`config.mk`:
```
export PLATFORM = sky130hd
export DESIGN_NAME = button_event_ctrl_flat
export DESIGN_NICKNAME = d
export VERILOG_FILES = /design/src/rtl/button_event_ctrl_if.sv /design/src/rtl/button_event_ctrl.sv /design/src/flat_wrapper.sv
export SDC_FILE = /design/constraint.sdc
export NUM_CORES = 1
export LEC_CHECK = 0
export CORE_ASPECT_RATIO = 0.75
export CORE_MARGIN = 2
export CORE_UTILIZATION = 40
export CTS_BUF_LIST = sky130_fd_sc_hd__clkbuf_4
export DETAILED_ROUTE_END_ITERATION = 10
export PLACE_DENSITY = 0.61
export RECOVER_POWER = 25
export SYNTH_ARGS = -nofsm -noshare
export SYNTH_HDL_FRONTEND = slang
export SYNTH_SLANG_ARGS = --single-unit
```
`constraint.sdc`:
```
create_clock -name clock -period 4.65 [get_ports clock]
set_clock_uncertainty 0.15 [all_clocks]
set_input_delay 0.6975 -clock clock [delete_from_list [all_inputs] [get_ports clock]]
set_output_delay 0.6975 -clock clock [all_outputs]
set_load 0.05 [all_outputs]
```
`src/rtl/button_event_ctrl_if.sv`:
```
// Event stream from the button controller to the application FSM.
// A transfer happens on a clock edge where evt_valid and evt_ready are both high.
interface button_event_ctrl_if #(
  parameter int ID_W = 2
) ();
  logic            evt_valid;
  logic            evt_ready;
  logic [ID_W-1:0] evt_id;
  logic [1:0]      evt_kind;

  modport master (output evt_valid, output evt_id, output evt_kind, input evt_ready);
  modport slave  (input evt_valid, input evt_id, input evt_kind, output evt_ready);
endinterface

```
`src/rtl/button_event_ctrl.sv`:
```
// Turns debounced button levels into PRESS/SHORT/LONG/REPEAT events.
// Each button has a hold-time FSM and a one-deep pending slot; a round-robin arbiter feeds one output stream.
module button_event_ctrl #(
  parameter int N_BTN      = 4,
  parameter int ID_W       = 2,
  parameter int LONG_CYC   = 50000000,
  parameter int REPEAT_CYC = 10000000,
  parameter int CNT_W      = 26
) (
  input  logic               clock,
  input  logic               reset,
  input  logic [N_BTN-1:0]   btn,
  output logic [N_BTN-1:0]   held,
  output logic [7:0]         drop_cnt,
  button_event_ctrl_if.master evt
);

  typedef enum logic [1:0] {
    ST_IDLE,
    ST_HELD,
    ST_LONG
  } state_t;

  localparam logic [1:0] KIND_PRESS  = 2'd0;
  localparam logic [1:0] KIND_SHORT  = 2'd1;
  localparam logic [1:0] KIND_LONG   = 2'd2;
  localparam logic [1:0] KIND_REPEAT = 2'd3;

  logic [N_BTN-1:0] btn_q_reg;
  logic [N_BTN-1:0] rise;
  logic [N_BTN-1:0] fall;
  logic [N_BTN-1:0] emit;
  logic [1:0]       emit_kind [N_BTN];
  logic [N_BTN-1:0] full;
  logic [1:0]       slot_kind [N_BTN];
  logic [N_BTN-1:0] dropped;

  logic [N_BTN-1:0] grant;
  logic             grant_any;
  logic [ID_W-1:0]  grant_idx;
  logic [1:0]       grant_kind;
  logic [ID_W-1:0]  rr_next;
  logic             load;

  logic             valid_reg;
  logic [ID_W-1:0]  id_reg;
  logic [1:0]       kind_reg;
  logic [ID_W-1:0]  rr_reg;
  logic [7:0]       drop_reg;
  logic [8:0]       drop_sum;

  assign rise = btn & ~btn_q_reg;
  assign fall = ~btn & btn_q_reg;

  always_ff @(posedge clock or posedge reset) begin
    if (reset) btn_q_reg <= '0;
    else       btn_q_reg <= btn;
  end

  for (genvar gi = 0; gi < N_BTN; gi++) begin : g_btn
    state_t           state_reg;
    logic [CNT_W-1:0] cnt_reg;
    logic             emit_reg;
    logic [1:0]       emit_kind_reg;
    logic             full_reg;
    logic [1:0]       slot_kind_reg;

    // Hold-time FSM; its event output is registered, so the slot sees it one cycle later.
    always_ff @(posedge clock or posedge reset) begin
      if (reset) begin
        state_reg     <= ST_IDLE;
        cnt_reg       <= '0;
        emit_reg      <= 1'b0;
        emit_kind_reg <= KIND_PRESS;
      end else begin
        emit_reg <= 1'b0;
        case (state_reg)
          ST_IDLE: begin
            if (rise[gi]) begin
              emit_reg      <= 1'b1;
              emit_kind_reg <= KIND_PRESS;
              cnt_reg       <= '0;
              state_reg     <= ST_HELD;
            end
          end
          ST_HELD: begin
            if (fall[gi]) begin
              emit_reg      <= 1'b1;
              emit_kind_reg <= KIND_SHORT;
              state_reg     <= ST_IDLE;
            end else if (cnt_reg == CNT_W'(LONG_CYC - 1)) begin
              emit_reg      <= 1'b1;
              emit_kind_reg <= KIND_LONG;
              cnt_reg       <= '0;
              state_reg     <= ST_LONG;
            end else begin
              cnt_reg <= cnt_reg + 1'b1;
            end
          end
          ST_LONG: begin
            if (fall[gi]) begin
              state_reg <= ST_IDLE;
            end else if (cnt_reg == CNT_W'(REPEAT_CYC - 1)) begin
              emit_reg      <= 1'b1;
              emit_kind_reg <= KIND_REPEAT;
              cnt_reg       <= '0;
            end else begin
              cnt_reg <= cnt_reg + 1'b1;
            end
          end
          default: state_reg <= ST_IDLE;
        endcase
      end
    end

    // A grant in the same cycle frees the slot for the incoming event.
    always_ff @(posedge clock or posedge reset) begin
      if (reset) begin
        full_reg      <= 1'b0;
        slot_kind_reg <= KIND_PRESS;
      end else if (emit_reg && (!full_reg || grant[gi])) begin
        full_reg      <= 1'b1;
        slot_kind_reg <= emit_kind_reg;
      end else if (grant[gi]) begin
        full_reg <= 1'b0;
      end
    end

    assign emit[gi]      = emit_reg;
    assign emit_kind[gi] = emit_kind_reg;
    assign full[gi]      = full_reg;
    assign slot_kind[gi] = slot_kind_reg;
    assign dropped[gi]   = emit_reg & full_reg & ~grant[gi];
  end

  assign load = !valid_reg || evt.evt_ready;

  // Round-robin search: first full slot at or after rr_reg, wrapping around.
  always_comb begin
    int idx;
    grant      = '0;
    grant_any  = 1'b0;
    grant_idx  = '0;
    grant_kind = KIND_PRESS;
    for (int k = 0; k < N_BTN; k++) begin
      idx = int'(rr_reg) + k;
      if (idx >= N_BTN) idx = idx - N_BTN;
      for (int j = 0; j < N_BTN; j++) begin
        if (j == idx && full[j] && !grant_any) begin
          grant_any  = 1'b1;
          grant_idx  = ID_W'(j);
          grant_kind = slot_kind[j];
        end
      end
    end
    for (int j = 0; j < N_BTN; j++) begin
      if (load && grant_any && grant_idx == ID_W'(j)) grant[j] = 1'b1;
    end
    rr_next = (grant_idx == ID_W'(N_BTN - 1)) ? '0 : grant_idx + 1'b1;
  end

  always_ff @(posedge clock or posedge reset) begin
    if (reset) begin
      valid_reg <= 1'b0;
      id_reg    <= '0;
      kind_reg  <= KIND_PRESS;
      rr_reg    <= '0;
    end else if (load) begin
      if (grant_any) begin
        valid_reg <= 1'b1;
        id_reg    <= grant_idx;
        kind_reg  <= grant_kind;
        rr_reg    <= rr_next;
      end else begin
        valid_reg <= 1'b0;
      end
    end
  end

  // Several buttons can lose an event in the same cycle.
  assign drop_sum = {1'b0, drop_reg} + 9'($countones(dropped));

  always_ff @(posedge clock or posedge reset) begin
    if (reset)                drop_reg <= '0;
    else if (drop_sum > 9'd255) drop_reg <= 8'd255;
    else                      drop_reg <= drop_sum[7:0];
  end

  assign held          = btn_q_reg;
  assign drop_cnt      = drop_reg;
  assign evt.evt_valid = valid_reg;
  assign evt.evt_id    = id_reg;
  assign evt.evt_kind  = kind_reg;

endmodule

```
`src/flat_wrapper.sv`:
```
// flat-port wrapper written by rule: the top's interface ports become plain ports
module button_event_ctrl_flat 
#(
  parameter int N_BTN      = 4,
  parameter int ID_W       = 2,
  parameter int LONG_CYC   = 50000000,
  parameter int REPEAT_CYC = 10000000,
  parameter int CNT_W      = 26
)
  (clock, reset, btn, held, drop_cnt, evt_evt_valid, evt_evt_id, evt_evt_kind, evt_evt_ready);
  button_event_ctrl_if #(.ID_W(ID_W)) evt_i ();
  input  logic clock;
  input  logic reset;
  input  logic [N_BTN-1:0] btn;
  output logic [N_BTN-1:0] held;
  output logic [7:0] drop_cnt;
  output wire logic [$bits(evt_i.evt_valid)-1:0] evt_evt_valid;
  output wire logic [$bits(evt_i.evt_id)-1:0] evt_evt_id;
  output wire logic [$bits(evt_i.evt_kind)-1:0] evt_evt_kind;
  input wire logic [$bits(evt_i.evt_ready)-1:0] evt_evt_ready;
  assign evt_evt_valid = evt_i.evt_valid;
  assign evt_evt_id = evt_i.evt_id;
  assign evt_evt_kind = evt_i.evt_kind;
  assign evt_i.evt_ready = evt_evt_ready;
  button_event_ctrl #(.N_BTN(N_BTN), .ID_W(ID_W), .LONG_CYC(LONG_CYC), .REPEAT_CYC(REPEAT_CYC), .CNT_W(CNT_W)) u_core (.clock(clock), .reset(reset), .btn(btn), .held(held), .drop_cnt(drop_cnt), .evt(evt_i));
endmodule
```
==> impl_summary.txt <==
----------------------------------------------------
[Power]
  Net switching component of the power ... 1900 µW
  Switching power as a share of total power ... 42.7%
  Internal power summed over all cells ... 2550 µW
  Areal power density over the cells ... 460 nW/µm²
  Fraction of power consumed by the clock network ... 18.7%
  Power share of the combinational group ... 41.3%
  Leakage ... 0.00405 µW
  Reg power frac ... 40.0%
  Worst IR Drop VDD ... 0.185 mV

[Timing]
  Time the final worst path needs with I/O delays and setup ... 3.96 ns
  Setup Viol. Count Final ... 0
  Number of hold-slack violations in the final timing report ... 0
  Setup slack of the critical path after layout ... 0.686 ns
  Fin crit share ... 85.2%
  Number of slew-limit violations in the final report ... 156
  Highest Clock Rate ... 0.252 GHz
  Setup TNS ... 0 ns
  Remaining max-slew budget at the tightest pin ... -40.1%
  Worst Tran Pin Value ... 2.10 ns
  RSZ-0062 raised after global routing ... no

[Worst hold path]
  Worst hold path endpoint ... u_core.evt.evt_id[0]
  Min-delay worst type ... reg2reg
  Start point of the worst hold path ... u_core.evt.evt_id[0]
  Worst Hold Path Cells ... 2

[Floorplan]
  Width of the chip ... 176 µm
  Number of I/O pins ... 24
  Die boundary height ... 133 µm
  Total core area ... 21,900 µm²
  Initial core utilization ... 40.5%
  Count of standard-cell rows ... 47
  Total die area ... 23,400 µm²

[GRT]
  Largest net degree at the start of global routing ... 156
  Vias in the first global route ... 6,347
  Initial antenna violation count ... 1
  Grt peak-use layer ... met1
  GR Util met2 ... 21.9%
  Met1 capacity usage during global routing ... 25.6%
  Wire length of the first global-routing pass ... 31,000 µm
  Total overflow reported by the global router ... 0
  Tot GR Track Use ... 16.1%
  Met3 GRT Util ... 3.30%

[Worst setup path]
  Reg2Reg Launch Point ... u_core.rr_reg[1]
  Setup crit end kind ... flip-flop
  Number of cells on the worst reg-to-reg path ... 17
  Reg-to-reg endpoint ... u_core.drop_cnt[7]
  Cell with the largest stage delay on the worst path ... sky130_fd_sc_hd__dfrtp_1
  Setup slack on the worst flop-to-flop path ... 0.69 ns
  Kind of launch point of the worst setup path ... flip-flop
  CP cell instances ... nor2b_1 -> o21ai_0 -> o221a_2 -> inv_1 -> ha_1 -> nand2_1 -> and3_1 -> ha_1 -> inv_1 -> fa_1 -> inv_1 -> ha_1 -> inv_1 -> fa_1 -> and3b_1 -> nand3b_1 -> o21a_1
  Highest net fanout along the worst path ... 17
  Worst endpoint required time ... 4.97 ns
  Largest stage delay on the critical path ... 0.68 ns
  Arrival time worst endpoint ... 4.29 ns
  Category of the critical setup timing path ... reg2reg
  Worst path most repeated cell ... sky130_fd_sc_hd__inv_1

[Clock network]
  TritonCTS clock tree ... built
  CTS clk-pin slew, worst paths ... 0.14 ns
  Root cell of the clock tree ... sky130_fd_sc_hd__clkbuf_4
  Post-cts resize count ... 0
  Clock buffer count from CTS ... 17
  H-Tree Depth ... 4
  Insertion delay of the later-clocked pin in the worst-skew pair ... 0.57 ns
  Number of sinks driven by the clock tree ... 155
  CTS Buffer Depth ... 2
  CTS hold repair buffers ... 0
  Postcts setup bufs ... 0

[Place]
  Post-detailed-placement half-perimeter wirelength ... 12,500 µm
  Dpl cells ... 1,273
  Routability-driven placement congestion ratio ... 0.870
  Setup Slack @ Placement ... 0.449 ns
  Count of port buffers added during placement ... 23

[Run]
  Max-capacitance violation count ... 1

[Logic synthesis]
  Sequential element share of the synthesized area ... 43.8%
  Number of instances in the synthesized netlist ... 981
  Register bit total from synthesis ... 155
  Post-synthesis instance area ... 8860 µm²
  Prevailing post-synth register cell ... sky130_fd_sc_hd__dfrtp_1
  Synth Area per Inst ... 9.03 µm²
  Fraction of synthesis flops using an asynchronous set or reset pin ... 100%
  Synthesized net count ... 1,019
  Number of enable flip-flop cells after synthesis ... 0
  Synth cell types ... 69
  Synth warnings ... 0

[Route]
  Vias/cell ... 5.27
  Detailed-routing iteration count for the pre-antenna-repair pass ... 5
  Detailed-route DRC error count ... 0
  WL final ... 18,100 µm
  Post-route ant nets ... 0
  Violation count after the first detailed-routing iteration ... 666
  DR WL/cell ... 13.8 µm
  Via Count ... 6,877

[Finish]
  Finished Layout Cells ... 1,306
  Synth-to-layout area growth ... 9.08%
  Nets ... 1,036
  Max reg flops ... 104
  Layout cell share with drive strength beyond 1 ... 6.73%

[Status]
  Status ... complete, but fails checks
  Violated checks ... max-capacitance violations, max-slew violations

----------------------------------------------------
## placed cells by master (no fill, tap or decap), types with 5 or more instances in the layout
cell type / n
sky130_fd_sc_hd__and4_1: 7
sky130_fd_sc_hd__clkdlybuf4s50_1: 18
sky130_fd_sc_hd__a31oi_1: 7
sky130_fd_sc_hd__xnor2_1: 54
sky130_fd_sc_hd__nor2b_1: 25
sky130_fd_sc_hd__nor3_1: 25
sky130_fd_sc_hd__a21oi_1: 30
sky130_fd_sc_hd__nor2_1: 139
sky130_fd_sc_hd__ha_1: 28
sky130_fd_sc_hd__a21o_1: 5
sky130_fd_sc_hd__a22o_1: 11
sky130_fd_sc_hd__nand3_1: 30
sky130_fd_sc_hd__clkbuf_4: 19
sky130_fd_sc_hd__o21ai_1: 9
sky130_fd_sc_hd__xor2_1: 24
sky130_fd_sc_hd__nor4b_1: 5
sky130_fd_sc_hd__nor4_1: 16
sky130_fd_sc_hd__nand2b_1: 14
sky130_fd_sc_hd__and3_1: 26
sky130_fd_sc_hd__dfrtp_1: 155
sky130_fd_sc_hd__nand2_1: 106
sky130_fd_sc_hd__clkinv_4: 8
sky130_fd_sc_hd__o21ai_0: 32
sky130_fd_sc_hd__dlygate4sd3_1: 5
sky130_fd_sc_hd__inv_1: 50
sky130_fd_sc_hd__nand4_1: 33
sky130_fd_sc_hd__o22ai_1: 13
sky130_fd_sc_hd__mux2_2: 15
sky130_fd_sc_hd__and2_1: 7
sky130_fd_sc_hd__a221oi_1: 5
sky130_fd_sc_hd__or2_2: 6
## cells by family after synthesis
group                      share of synthesized area, %
xor gates and xnor gates                           7.71
buffers and inverters                              3.56
DFF                                                43.8
and+or+nand+nor                                    26.4
adders and majority gates                          4.63
muxes                                              3.04
AOI/OAI and AO/OA                                  10.9
## metal layers
| layer | wire, µm | vias to the layer above |
|---|---|---|
| li1 | - | 3458 |
| met4 | 171 | 0 |
| met5 | 0 | - |
| met1 | 9910 | 3282 |
| met2 | 7300 | 126 |
| met3 | 684 | 11 |
## power groups by stage
stage	Clock [µW]	Combinational, µW	Sequential, µW
3_5_place_dp	0	1840	1800
5_1_grt	921	2060	1820
3_3_place_gp	0	1830	1800
2_1_floorplan	0	1330	1850
4_1_cts	863	1850	1780
6_report	830	1840	1780
## stage by stage
step | utilization [%] | hold slack, ns | instance area (µm²) | total power [µW]
detailed placement | 42.9 | 0.321 | 9390 | 3640
finish | 44.2 | 0.347 | 9670 | 4440
global route | 44.2 | 0.369 | 9670 | 4800
floorplan | - | 0.299 | 8860 | 3180
global placement | 42.9 | 0.325 | 9390 | 3630
CTS | 44.2 | 0.353 | 9670 | 4490
## worst max path at each step
stage | startpoint | to | cells past startpoint | slack, ns
after floorplan | u_core.rr_reg[1] | u_core.drop_cnt[7] | 18 | 0.99
after global placement | evt_evt_ready | u_core.drop_cnt[7] | 15 | 0.53
after detailed placement | evt_evt_ready | u_core.drop_cnt[7] | 15 | 0.45
after CTS | u_core.rr_reg[1] | u_core.drop_cnt[7] | 17 | 0.73
after global routing | u_core.rr_reg[1] | u_core.drop_cnt[7] | 17 | 0.39
final | u_core.rr_reg[1] | u_core.drop_cnt[7] | 17 | 0.69
## synthesized netlist by cell type, types with 15 or more instances
library cell,n,area share (%)
sky130_fd_sc_hd__inv_1,51,2.2
sky130_fd_sc_hd__a21oi_1,30,1.7
sky130_fd_sc_hd__mux2_2,15,1.9
sky130_fd_sc_hd__and3_1,26,1.8
sky130_fd_sc_hd__nor4_1,16,1.1
sky130_fd_sc_hd__clkbuf_1,21,0.89
sky130_fd_sc_hd__nor2b_1,25,1.8
sky130_fd_sc_hd__nor2_1,139,5.9
sky130_fd_sc_hd__nand3_1,30,1.7
sky130_fd_sc_hd__nor3_1,25,1.4
sky130_fd_sc_hd__ha_1,28,4.0
sky130_fd_sc_hd__dfrtp_1,155,44
sky130_fd_sc_hd__o21ai_0,32,1.8
sky130_fd_sc_hd__xnor2_1,54,5.3
sky130_fd_sc_hd__nand4_1,33,2.3
sky130_fd_sc_hd__nand2_1,106,4.5
sky130_fd_sc_hd__xor2_1,24,2.4
## worst max-delay path, delay by kind of cell (launching register included)
family                   cells  cell delay (ns)
AO/OA/AOI/OAI                3             0.43
AND/OR/NAND/NOR              5             0.98
adder cells (fa/ha/maj)      5             1.37
flip-flops                   1             0.68
buffers and inverters        4             0.27
## cell type report
class	count	area (µm²)
Fill cell	2157	12200
Multi-Input combinational cell	745	4670
Sequential cell	155	3880
Tap cell	294	368
Timing Repair Buffer	28	268
Inverter	51	195
Clock inverter	13	149
Clock buffer	18	135
Antenna cell	2	5.00
Power figures use the tool's default switching activity.
